===== src/rtl/lpc_host_if.sv =====
// Request handshake and LAD/LFRAME# pins of the LPC host, bundled as one port.
// The master modport is the requesting side together with the bus peripheral.
interface lpc_host_if;
  logic        req_i;
  logic        we_i;
  logic [15:0] addr_i;
  logic [7:0]  wdata_i;
  logic [7:0]  rdata_o;
  logic        done_o;
  logic        err_o;
  logic        busy_o;
  logic        lframe_o;
  logic [3:0]  lad_o;
  logic        lad_oe_o;
  logic [3:0]  lad_i;

  modport master (
    output req_i, we_i, addr_i, wdata_i, lad_i,
    input  rdata_o, done_o, err_o, busy_o, lframe_o, lad_o, lad_oe_o
  );

  modport slave (
    input  req_i, we_i, addr_i, wdata_i, lad_i,
    output rdata_o, done_o, err_o, busy_o, lframe_o, lad_o, lad_oe_o
  );
endinterface


===== src/rtl/lpc_host.sv =====
// LPC host for single-byte TPM-locality read/write cycles, with SYNC wait
// handling, short/long timeout and LFRAME# abort.
module lpc_host #(
  parameter logic [3:0] START_NIBBLE  = 4'b0101,
  parameter int         SHORT_TIMEOUT = 8,
  parameter int         LONG_TIMEOUT  = 1024
) (
  input  logic      clk_i,
  input  logic      rst_i,
  lpc_host_if.slave bus
);

  localparam int CNT_W = $clog2(LONG_TIMEOUT) + 1;
  localparam logic [CNT_W-1:0] CNT_MAX = CNT_W'(LONG_TIMEOUT);

  typedef enum logic [3:0] {
    S_IDLE, S_START, S_CYCTYPE, S_ADDR, S_WDATA, S_TAR_H,
    S_SYNC, S_RDATA, S_TAR_P, S_ABORT, S_DONE
  } state_t;

  state_t           r_state, w_next;
  logic [1:0]       r_sub;
  logic [CNT_W-1:0] r_cnt;
  logic             r_long, r_we, r_err;
  logic [15:0]      r_addr;
  logic [7:0]       r_wdata, r_rdata;

  logic             w_lframe, w_oe, w_done, w_busy;
  logic [3:0]       w_lad;
  logic             w_sync_ok, w_sync_err, w_sync_long;
  logic [CNT_W-1:0] w_limit;

  assign w_sync_ok   = (bus.lad_i == 4'b0000);
  assign w_sync_err  = (bus.lad_i == 4'b1010);
  assign w_sync_long = (bus.lad_i == 4'b0110);
  // A long-wait nibble in the current cycle already extends the limit.
  assign w_limit = (r_long || w_sync_long) ? CNT_MAX : CNT_W'(SHORT_TIMEOUT);

  always_ff @(posedge clk_i) begin
    if (rst_i) r_state <= S_IDLE;
    else       r_state <= w_next;
  end

  always_comb begin
    w_next   = r_state;
    w_lframe = 1'b1;
    w_oe     = 1'b0;
    w_lad    = 4'hF;
    w_done   = 1'b0;
    w_busy   = 1'b1;
    case (r_state)
      S_IDLE: begin
        w_busy = 1'b0;
        if (bus.req_i) w_next = S_START;
      end
      S_START: begin
        w_lframe = 1'b0;
        w_oe     = 1'b1;
        w_lad    = START_NIBBLE;
        w_next   = S_CYCTYPE;
      end
      S_CYCTYPE: begin
        w_oe   = 1'b1;
        w_lad  = r_we ? 4'b0010 : 4'b0000;
        w_next = S_ADDR;
      end
      S_ADDR: begin
        w_oe = 1'b1;
        case (r_sub)
          2'd0:    w_lad = r_addr[15:12];
          2'd1:    w_lad = r_addr[11:8];
          2'd2:    w_lad = r_addr[7:4];
          default: w_lad = r_addr[3:0];
        endcase
        if (r_sub == 2'd3) w_next = r_we ? S_WDATA : S_TAR_H;
      end
      S_WDATA: begin
        w_oe  = 1'b1;
        w_lad = r_sub[0] ? r_wdata[7:4] : r_wdata[3:0];
        if (r_sub[0]) w_next = S_TAR_H;
      end
      S_TAR_H: begin
        w_oe = ~r_sub[0];
        if (r_sub[0]) w_next = S_SYNC;
      end
      S_SYNC: begin
        if (w_sync_ok || w_sync_err) w_next = r_we ? S_TAR_P : S_RDATA;
        else if (r_cnt >= w_limit)   w_next = S_ABORT;
      end
      S_RDATA: if (r_sub[0]) w_next = S_TAR_P;
      S_TAR_P: if (r_sub[0]) w_next = S_DONE;
      S_ABORT: begin
        w_lframe = 1'b0;
        w_oe     = 1'b1;
        if (r_sub == 2'd3) w_next = S_DONE;
      end
      S_DONE: begin
        w_done = 1'b1;
        w_busy = 1'b0;
        w_next = S_IDLE;
      end
      default: w_next = S_IDLE;
    endcase
  end

  always_ff @(posedge clk_i) begin
    if (rst_i) begin
      r_sub   <= '0;
      r_cnt   <= '0;
      r_long  <= 1'b0;
      r_we    <= 1'b0;
      r_addr  <= '0;
      r_wdata <= '0;
      r_err   <= 1'b0;
      r_rdata <= '0;
    end else begin
      r_sub <= (w_next == r_state) ? r_sub + 2'd1 : 2'd0;
      if (r_state == S_IDLE && bus.req_i) begin
        r_we    <= bus.we_i;
        r_addr  <= bus.addr_i;
        r_wdata <= bus.wdata_i;
        r_err   <= 1'b0;
        r_long  <= 1'b0;
      end
      if (r_state == S_SYNC) begin
        if (r_cnt != CNT_MAX) r_cnt <= r_cnt + CNT_W'(1);
        if (w_sync_long) r_long <= 1'b1;
        if (w_sync_err || w_next == S_ABORT) r_err <= 1'b1;
      end else if (w_next == S_SYNC) begin
        r_cnt <= CNT_W'(1);
      end else if (r_state == S_IDLE) begin
        r_cnt <= '0;
      end
      if (r_state == S_RDATA) begin
        if (r_sub[0]) r_rdata[7:4] <= bus.lad_i;
        else          r_rdata[3:0] <= bus.lad_i;
      end
    end
  end

  assign bus.lframe_o = w_lframe;
  assign bus.lad_oe_o = w_oe;
  assign bus.lad_o    = w_lad;
  assign bus.done_o   = w_done;
  assign bus.busy_o   = w_busy;
  assign bus.err_o    = r_err;
  assign bus.rdata_o  = r_rdata;

endmodule


===== src/flat_wrapper.sv =====
// flat-port wrapper written by rule: the top's interface ports become plain ports
module lpc_host_flat 
#(
  parameter logic [3:0] START_NIBBLE  = 4'b0101,
  parameter int         SHORT_TIMEOUT = 8,
  parameter int         LONG_TIMEOUT  = 1024
)
  (clk_i, rst_i, bus_req_i, bus_we_i, bus_addr_i, bus_wdata_i, bus_lad_i, bus_rdata_o, bus_done_o, bus_err_o, bus_busy_o, bus_lframe_o, bus_lad_o, bus_lad_oe_o);
  lpc_host_if bus_i ();
  input  logic clk_i;
  input  logic rst_i;
  input wire logic [$bits(bus_i.req_i)-1:0] bus_req_i;
  input wire logic [$bits(bus_i.we_i)-1:0] bus_we_i;
  input wire logic [$bits(bus_i.addr_i)-1:0] bus_addr_i;
  input wire logic [$bits(bus_i.wdata_i)-1:0] bus_wdata_i;
  input wire logic [$bits(bus_i.lad_i)-1:0] bus_lad_i;
  output wire logic [$bits(bus_i.rdata_o)-1:0] bus_rdata_o;
  output wire logic [$bits(bus_i.done_o)-1:0] bus_done_o;
  output wire logic [$bits(bus_i.err_o)-1:0] bus_err_o;
  output wire logic [$bits(bus_i.busy_o)-1:0] bus_busy_o;
  output wire logic [$bits(bus_i.lframe_o)-1:0] bus_lframe_o;
  output wire logic [$bits(bus_i.lad_o)-1:0] bus_lad_o;
  output wire logic [$bits(bus_i.lad_oe_o)-1:0] bus_lad_oe_o;
  assign bus_i.req_i = bus_req_i;
  assign bus_i.we_i = bus_we_i;
  assign bus_i.addr_i = bus_addr_i;
  assign bus_i.wdata_i = bus_wdata_i;
  assign bus_i.lad_i = bus_lad_i;
  assign bus_rdata_o = bus_i.rdata_o;
  assign bus_done_o = bus_i.done_o;
  assign bus_err_o = bus_i.err_o;
  assign bus_busy_o = bus_i.busy_o;
  assign bus_lframe_o = bus_i.lframe_o;
  assign bus_lad_o = bus_i.lad_o;
  assign bus_lad_oe_o = bus_i.lad_oe_o;
  lpc_host #(.START_NIBBLE(START_NIBBLE), .SHORT_TIMEOUT(SHORT_TIMEOUT), .LONG_TIMEOUT(LONG_TIMEOUT)) u_core (.clk_i(clk_i), .rst_i(rst_i), .bus(bus_i));
endmodule

===== config.mk =====
export PLATFORM = sky130hd
export DESIGN_NAME = lpc_host_flat
export DESIGN_NICKNAME = d
export VERILOG_FILES = /design/src/rtl/lpc_host_if.sv /design/src/rtl/lpc_host.sv /design/src/flat_wrapper.sv
export SDC_FILE = /design/constraint.sdc
export NUM_CORES = 1
export LEC_CHECK = 0
export ABC_AREA = 1
export CAP_MARGIN = 20
export CELL_PAD_IN_SITES_DETAIL_PLACEMENT = 0
export CELL_PAD_IN_SITES_GLOBAL_PLACEMENT = 1
export CORE_UTILIZATION = 28
export DETAILED_ROUTE_END_ITERATION = 6
export GPL_ROUTABILITY_DRIVEN = 1
export PLACE_DENSITY = 0.74
export SLEW_MARGIN = 20
export SYNTH_ARGS = -nofsm -noshare
export SYNTH_HDL_FRONTEND = slang
export SYNTH_SLANG_ARGS = --single-unit

===== constraint.sdc =====
create_clock -name clk_i -period 3.23 [get_ports clk_i]
set_input_delay 0.646 -clock clk_i [delete_from_list [all_inputs] [get_ports clk_i]]
set_output_delay 0.646 -clock clk_i [all_outputs]
set_load 0.01 [all_outputs]

* Word level (Yosys, flattened, before mapping)
Cells that the tools add are included.
** Cells by class
- Add/sub/neg operators :: 2
- Magnitude comparators :: 1
- Equal/unequal tests :: 20
- Muxes and demuxes :: 31
- Bitwise operators :: 2
- Reductions and logical operators :: 15
** Operator list (number)
- two-way mux 11 bit :: 5
- two-way mux 4 bit :: 11
- case mux 4 bit (10 select lines) :: 1
- equality test 4 x 3 -> 1 bit (second input constant) :: 6
- equality test 4 bit (second input constant) :: 5
- case mux 4 bit (4 select lines) :: 1
- case mux 4 bit (3 select lines) :: 1
- adder 11 x 1 -> 11 bit (second input constant) :: 1
- >= comparator 11 bit :: 1
- inequality test 11 bit (second input constant) :: 1
- two-way mux 1 bit :: 10
- equality test 4 x 2 -> 1 bit (second input constant) :: 2
- logical NOT 4 bit :: 2
- AND reduction 2 bit :: 3
- OR reduction 2 bit :: 3
- OR reduction 5 bit :: 1
- equality test 2 bit (second input constant) :: 2
- equality test 4 x 1 -> 1 bit (second input constant) :: 1
- equality test 4 bit :: 1
- logical OR 1 bit :: 3
- nonzero test 3 bit :: 1
- adder 2 x 1 -> 2 bit (second input constant) :: 1
- equality test 2 x 1 -> 1 bit (second input constant) :: 1
- logical NOT 2 bit :: 1
- other kinds (5) :: 6
** Word-level totals
- Register bits :: 52
- Input bits :: 32
- Output and inout port bits :: 17
- Word-level logic and storage cells :: 81

* Logic depth before layout (Yosys ltp)
- Depth after elaboration :: 11
- Mapped depth :: 15
- Depth with buffers taken out :: 15

* Worst setup path after synthesis
Ideal clock, no wire load.
- Path kind :: input port to flip-flop
- Start :: in bus_lad_i[0]
- End :: reg u_core.r_cnt[9]
- Setup time :: 0.115 ns
- Arrival time :: 1.811 ns
- Required time :: 3.115 ns
- Path slack :: 1.304 ns
- Stages on the path :: 15
- Buffers on the path :: 1
- Cell sequence :: inv_1 nand2_1 nor2_1 nor2_1 nand2_1 nand3_1 nand2_1 nand2_1 nand2_1 nand3_2 nand3_4 buf_4 nand3_1 nand2_1 nor2_1
** Between the ends
- Cells in the longest elaborated chain, start to end :: 10
- Elaborated cells on any way between the ends :: 15
- Those cells by class :: order compare (1); eq/ne (3); mux (6); reduce/logical (5)
** Ends and longest elaborated chain
- start, declared :: line flat_wrapper.sv:16 : input wire logic [$bits(bus_i.lad_i)-1:0] bus_lad_i;
- equality test 4 x 3 -> 1 bit :: line lpc_host.sv:35 : assign w_sync_long = (bus.lad_i == 4'b0110);
- logical OR 1 bit :: line lpc_host.sv:37 : assign w_limit = (r_long || w_sync_long) ? CNT_MAX : CNT_W'(SHORT_TIMEOUT);
- two-way mux 11 bit :: line lpc_host.sv:37
- >= comparator 11 bit :: line lpc_host.sv:88 : else if (r_cnt >= w_limit) w_next = S_ABORT;
- two-way mux 4 bit :: line lpc_host.sv:88
- two-way mux 4 bit (*) :: line lpc_host.sv:87 : if (w_sync_ok || w_sync_err) w_next = r_we ? S_TAR_P : S_RDATA;
- case mux 4 bit (10 select lines) (*) :: line lpc_host.sv:51 : case (r_state)
- equality test 4 x 3 -> 1 bit (*) :: line lpc_host.sv:129 : end else if (w_next == S_SYNC) begin
- nonzero test 3 bit (no line) or two-way mux 11 bit (tied branches)
- AND reduction 2 bit (no line) or two-way mux 11 bit (tied branches)
- end signal, assigned :: line lpc_host.sv:126 : if (r_cnt != CNT_MAX) r_cnt <= r_cnt + CNT_W'(1);
- end, declared :: line lpc_host.sv:23 : logic [CNT_W-1:0] r_cnt;
Every way passes the cells marked *; elsewhere a longest branch is shown, timed or not.
A chain may end at the register's enable or synchronous reset.

* Final worst setup path
- Start :: reg u_core.r_sub[0]
- End :: out bus_lad_o[1]
** Between the ends
- Cells in the longest elaborated chain, start to end :: 3
- Elaborated cells on any way between the ends :: 6
- Those cells by class :: eq/ne (2); mux (3); reduce/logical (1)
** Ends and longest elaborated chain
- start, declared :: line lpc_host.sv:22 : logic [1:0] r_sub;
- start signal, assigned :: line lpc_host.sv:117 : r_sub <= (w_next == r_state) ? r_sub + 2'd1 : 2'd0;
- equality test 2 bit (tied with other cells) :: line lpc_host.sv:69 : case (r_sub)
- case mux 4 bit (3 select lines) :: line lpc_host.sv:69
- case mux 4 bit (4 select lines) (*) :: line lpc_host.sv:51
- end, declared :: line flat_wrapper.sv:22 : output wire logic [$bits(bus_i.lad_o)-1:0] bus_lad_o;
Marks and branches as above.

==> impl_metrics.prom <==
# TYPE chip_impl_metric gauge
chip_impl_metric{name="final.period_utilization",unit="%"} 90.26
chip_impl_metric{name="grt_overflow",unit=""} 0
chip_impl_metric{name="drt_iter0_markers",unit=""} 135
chip_impl_metric{name="worst_setup_slack_after_layout",unit="ps"} 314.5
chip_impl_metric{name="design.die.area",unit="sq um"} 10270
chip_impl_metric{name="max-slew-margin-rel",unit="%"} 68.91
chip_impl_info{name="netlist_top_cells_count",value="sky130_fd_sc_hd__nand2_1, sky130_fd_sc_hd__nand3_1, sky130_fd_sc_hd__dfxtp_1, sky130_fd_sc_hd__a21oi_1, sky130_fd_sc_hd__inv_1"} 1
chip_impl_metric{name="postSynthNetCount",unit=""} 453
chip_impl_metric{name="placeableCoreArea",unit="sq um"} 9415
chip_impl_metric{name="yosys.area.top_type_share",unit="%"} 37.68
chip_impl_metric{name="finalClockSkew",unit="ps"} 14.29
chip_impl_metric{name="clock_sink_count",unit=""} 52
chip_impl_info{name="synthTopCellsByArea",value="sky130_fd_sc_hd__dfxtp_1, sky130_fd_sc_hd__nand2_1, sky130_fd_sc_hd__nand3_1"} 1
chip_impl_metric{name="timing_max_transition_violations_final",unit=""} 0
chip_impl_metric{name="routabilityCongestion",unit=""} 0.8192
chip_impl_metric{name="pwr-share-comb",unit="%"} 25.4
chip_impl_metric{name="initial_utilization",unit="%"} 29.34
chip_impl_metric{name="grt.total_usage",unit="%"} 15.72
chip_impl_metric{name="nets",unit=""} 496
chip_impl_info{name="crit_chain",value="buf_4 -> ha_1 -> inv_1 -> o21ai_0 -> o221ai_1 -> nand4_1 -> clkdlybuf4s50_1"} 1
chip_impl_metric{name="cts_buffer_count",unit=""} 5
chip_impl_metric{name="r2r_cell_count",unit=""} 13
chip_impl_metric{name="antenna_violating_nets_post_route",unit=""} 0
chip_impl_metric{name="setup_viol",unit=""} 0
chip_impl_metric{name="p_per_area",unit="nW/um^2"} 433.6
chip_impl_metric{name="crit_path_max_incr_delay",unit="ps"} 550
chip_impl_metric{name="num_io_pins",unit=""} 49
chip_impl_metric{name="whs_path_depth",unit=""} 2
chip_impl_metric{name="synth_seq_area_share",unit="%"} 37.68
chip_impl_metric{name="postLayoutCellArea",unit="sq um"} 3467
chip_impl_metric{name="wl_met3",unit="microns"} 410
chip_impl_metric{name="post_dp_cell_area",unit="sq um"} 3377
chip_impl_metric{name="first_global_vias",unit=""} 2623
chip_impl_info{name="top_layer",value="met4"} 1
chip_impl_metric{name="global_route_wire_length_before_repair",unit="microns"} 12740
chip_impl_metric{name="min_cycle_time_layout",unit="ps"} 2916
chip_impl_metric{name="power.static_leakage",unit="uW"} 0.001366
chip_impl_metric{name="irDropWorstVdd",unit="mV"} 0.2160
chip_impl_metric{name="remaining_drc_errors",unit=""} 0
chip_impl_metric{name="post_synth_edffs",unit=""} 0
chip_impl_metric{name="fp.dieH",unit="microns"} 101.3
chip_impl_metric{name="hold_viol",unit=""} 0
chip_impl_info{name="setup.worst_path.end_class",value="output port"} 1
chip_impl_metric{name="synth-async-reset-ratio",unit="%"} 0
chip_impl_metric{name="max_freq",unit="GHz"} 0.3430
chip_impl_info{name="netlist.top_cell.by_area",value="sky130_fd_sc_hd__dfxtp_1"} 1
chip_impl_info{name="tritoncts",value="built"} 1
chip_impl_info{name="outcome",value="finished clean"} 1
chip_impl_metric{name="regToRegSetupSlack",unit="ps"} 880
chip_impl_info{name="critPathSlowestCell",value="sky130_fd_sc_hd__clkdlybuf4s50_1"} 1
chip_impl_metric{name="via_density",unit=""} 4.735
chip_impl_metric{name="drv_cap",unit=""} 0
chip_impl_metric{name="num_vias",unit=""} 2784
chip_impl_metric{name="drt_wl_total",unit="microns"} 7594
chip_impl_metric{name="fin_setup_tns",unit="ps"} 0
chip_impl_metric{name="ctsHtreeMaxLevel",unit=""} 2
chip_impl_metric{name="dp_worst_setup_slack",unit="ps"} 538.2
chip_impl_metric{name="tightest_slew",unit="ps"} 465.2
chip_impl_metric{name="mappedNetlistArea",unit="sq um"} 2763
chip_impl_info{name="cts-root-buf",value="sky130_fd_sc_hd__clkbuf_8"} 1
chip_impl_metric{name="cts.reportedPaths.clkPinSlew",unit="ps"} 100
chip_impl_metric{name="p_seq_share",unit="%"} 48.9
chip_impl_metric{name="post_cts.resized_instances",unit=""} 0
chip_impl_metric{name="grt_start_max_net_pins",unit=""} 38
chip_impl_metric{name="postSynthCellCount",unit=""} 415
chip_impl_metric{name="diodes",unit=""} 0
chip_impl_metric{name="wl_met1",unit="microns"} 3921
chip_impl_metric{name="port-buffer-count",unit=""} 48
chip_impl_metric{name="drive_gt1_share",unit="%"} 7.407
chip_impl_metric{name="dr.pass1.iters",unit=""} 4
chip_impl_metric{name="floorplan.rows",unit=""} 35
chip_impl_info{name="critical_path.reg2reg.startpoint",value="u_core.r_sub[0]$_SDFF_PP0_"} 1
chip_impl_metric{name="detailroute.wirelength.met2",unit="microns"} 3191
chip_impl_metric{name="syn_area_per_cell",unit="sq um"} 6.657
chip_impl_metric{name="antenna_found_initial",unit=""} 0
chip_impl_metric{name="p_sw_share",unit="%"} 33.30
chip_impl_metric{name="fp.dieW",unit="microns"} 101.3
chip_impl_info{name="timing.setup.critical_path_class",value="reg2out"} 1
chip_impl_metric{name="cell_internal_pwr",unit="uW"} 1003
chip_impl_metric{name="synth_seq_cells",unit=""} 52
chip_impl_info{name="critical_path.reg2reg.endpoint",value="u_core.r_cnt[8]$_SDFFE_PP0P_"} 1
chip_impl_metric{name="netSwitchingPower",unit="uW"} 500.6
chip_impl_metric{name="p_clk_share",unit="%"} 25.7
chip_impl_metric{name="route.detailed.wl_per_inst",unit="microns"} 12.91
chip_impl_metric{name="ctsHoldBuffers",unit=""} 0
chip_impl_info{name="synth_ff_type",value="sky130_fd_sc_hd__dfxtp_1"} 1
chip_impl_info{name="timing.critical_path.max_delay_family",value="buffers and inverters"} 1
chip_impl_metric{name="clkLatencyLatePin",unit="ps"} 310
chip_impl_metric{name="cts.repair_timing.setup_buffer_count",unit=""} 0
chip_impl_metric{name="worst_ep_arrival_time",unit="ps"} 2270
chip_impl_info{name="grt_setup_unrepaired",value="no"} 1
chip_impl_info{name="timing.hold.worst.class",value="reg2reg"} 1
chip_impl_metric{name="worstPathRequired",unit="ps"} 2580
chip_impl_info{name="hold_path_startpoint",value="u_core.bus.rdata_o[2]$_SDFFE_PP0P_"} 1
chip_impl_info{name="worstHoldEndpoint",value="u_core.bus.rdata_o[2]$_SDFFE_PP0P_"} 1
chip_impl_metric{name="critical_path_buf_inv_count",unit=""} 3
chip_impl_info{name="cell_with_the_most_instances_after_synthesis",value="sky130_fd_sc_hd__nand2_1"} 1
chip_impl_info{name="timing.critical_path.from_type",value="register"} 1
chip_impl_metric{name="clock_tree.buffer_depth",unit=""} 2
chip_impl_metric{name="critical_path.max_fanout",unit=""} 11
chip_impl_metric{name="synth.lib_cells_used.distinct",unit=""} 32
chip_impl_metric{name="place_hpwl",unit="microns"} 5656
chip_impl_metric{name="area.growth.synth_to_final",unit="%"} 25.50
chip_impl_metric{name="ys_warn_count",unit=""} 0
==> state kept, by name, indices dropped and copies added (netlist names) <==
name,count
u_core.bus.err_o,1
u_core.bus.rdata_o,8
u_core.r_addr,16
u_core.r_cnt,11
u_core.r_long,1
u_core.r_state,4
u_core.r_sub,2
u_core.r_wdata,8
u_core.r_we,1
==> cell families (layout without fill, tap and decap cells) <==
group | count (synthesis) | in the layout | share of synthesized area, %
and+or+nand+nor | 201 | 201 | 32.70
AOI/OAI and AO/OA | 92 | 92 | 17.84
buffers and inverters | 63 | 107 | 8.741
DFF | 52 | 52 | 37.68
adders and majority gates | 6 | 6 | 2.717
xor gates and xnor gates | 1 | 1 | 0.3171
==> placed cells by master (no fill, tap or decap), types with 3 or more instances in the layout <==
| master | n |
|---|---|
| sky130_fd_sc_hd__dfxtp_1 | 52 |
| sky130_fd_sc_hd__o211ai_1 | 3 |
| sky130_fd_sc_hd__nor2_2 | 3 |
| sky130_fd_sc_hd__inv_1 | 39 |
| sky130_fd_sc_hd__nand3_1 | 53 |
| sky130_fd_sc_hd__clkbuf_8 | 5 |
| sky130_fd_sc_hd__nand2_2 | 3 |
| sky130_fd_sc_hd__clkdlybuf4s50_1 | 48 |
| sky130_fd_sc_hd__ha_1 | 6 |
| sky130_fd_sc_hd__nand4_1 | 4 |
| sky130_fd_sc_hd__nand2_1 | 91 |
| sky130_fd_sc_hd__nor2_1 | 36 |
| sky130_fd_sc_hd__a21oi_1 | 51 |
| sky130_fd_sc_hd__buf_4 | 6 |
| sky130_fd_sc_hd__o21ai_0 | 28 |
| sky130_fd_sc_hd__o221ai_1 | 3 |
| sky130_fd_sc_hd__inv_2 | 6 |
==> worst max-delay path by stage <==
stage / from / to / cells past startpoint
3_3_place_gp: bus_lad_i[0] / u_core.r_cnt[8]$_SDFFE_PP0P_ / 16
5_1_grt: u_core.r_sub[0]$_SDFF_PP0_ / bus_lad_o[1] / 7
4_1_cts: u_core.r_sub[0]$_SDFF_PP0_ / bus_lad_o[1] / 7
6_report: u_core.r_sub[0]$_SDFF_PP0_ / bus_lad_o[1] / 7
2_1_floorplan: bus_lad_i[0] / u_core.r_cnt[9]$_SDFFE_PP0P_ / 15
3_5_place_dp: bus_lad_i[3] / u_core.r_cnt[8]$_SDFFE_PP0P_ / 16
==> per-stage QoR <==
stage / utilization (%) / instances / power, uW / hold WS (ps)
after detailed placement: 35.87 / 580 / 1134 / 456.7
after floorplan: - / 415 / 992.2 / 423.9
after global routing: 36.82 / 588 / 1601 / 490.4
final: 36.82 / 588 / 1503 / 467.0
after CTS: 36.82 / 588 / 1526 / 473.6
after global placement: 35.87 / 580 / 1131 / 451.9
==> worst register-to-register path: stages, from the launching register on <==
cell and delay (ps):
sky130_fd_sc_hd__dfxtp_1 490, sky130_fd_sc_hd__buf_4 230, sky130_fd_sc_hd__ha_1 220, sky130_fd_sc_hd__nand2_1 100, sky130_fd_sc_hd__nor2_1 150, sky130_fd_sc_hd__o21ai_1 90
sky130_fd_sc_hd__nor3_2 200, sky130_fd_sc_hd__nand2_1 120, sky130_fd_sc_hd__nand3_2 110, sky130_fd_sc_hd__nand3_4 200, sky130_fd_sc_hd__nand2_1 190, sky130_fd_sc_hd__nand2_1 70
sky130_fd_sc_hd__nand2_1 60, sky130_fd_sc_hd__nor2_1 30
==> metal layers <==
layer,GRT usage [%],vias up
met1,22.70,1260
met2,23.97,58
met5,0,-
met4,3.567,0
li1,-,1460
met3,3.175,6
==> power groups by stage <==
stage / clock [uW] / combinational [uW] / sequential (uW)
floorplan: 0 / 258 / 735
global placement: 0 / 381 / 750
detailed placement: 0 / 385 / 749
CTS: 404 / 387 / 735
global route: 423 / 435 / 743
finish: 386 / 382 / 735
==> cell type report <==
type	instances	area, sq um
clock buffers	5	68.82
clock inverters	3	21.27
fillers	1029	5948
inverters	45	168.9
multi-input cells	300	1480
flip-flops and latches	52	1041
well taps	129	161.4
repair buffers	54	525.5
(Power assumes the default switching activity.)
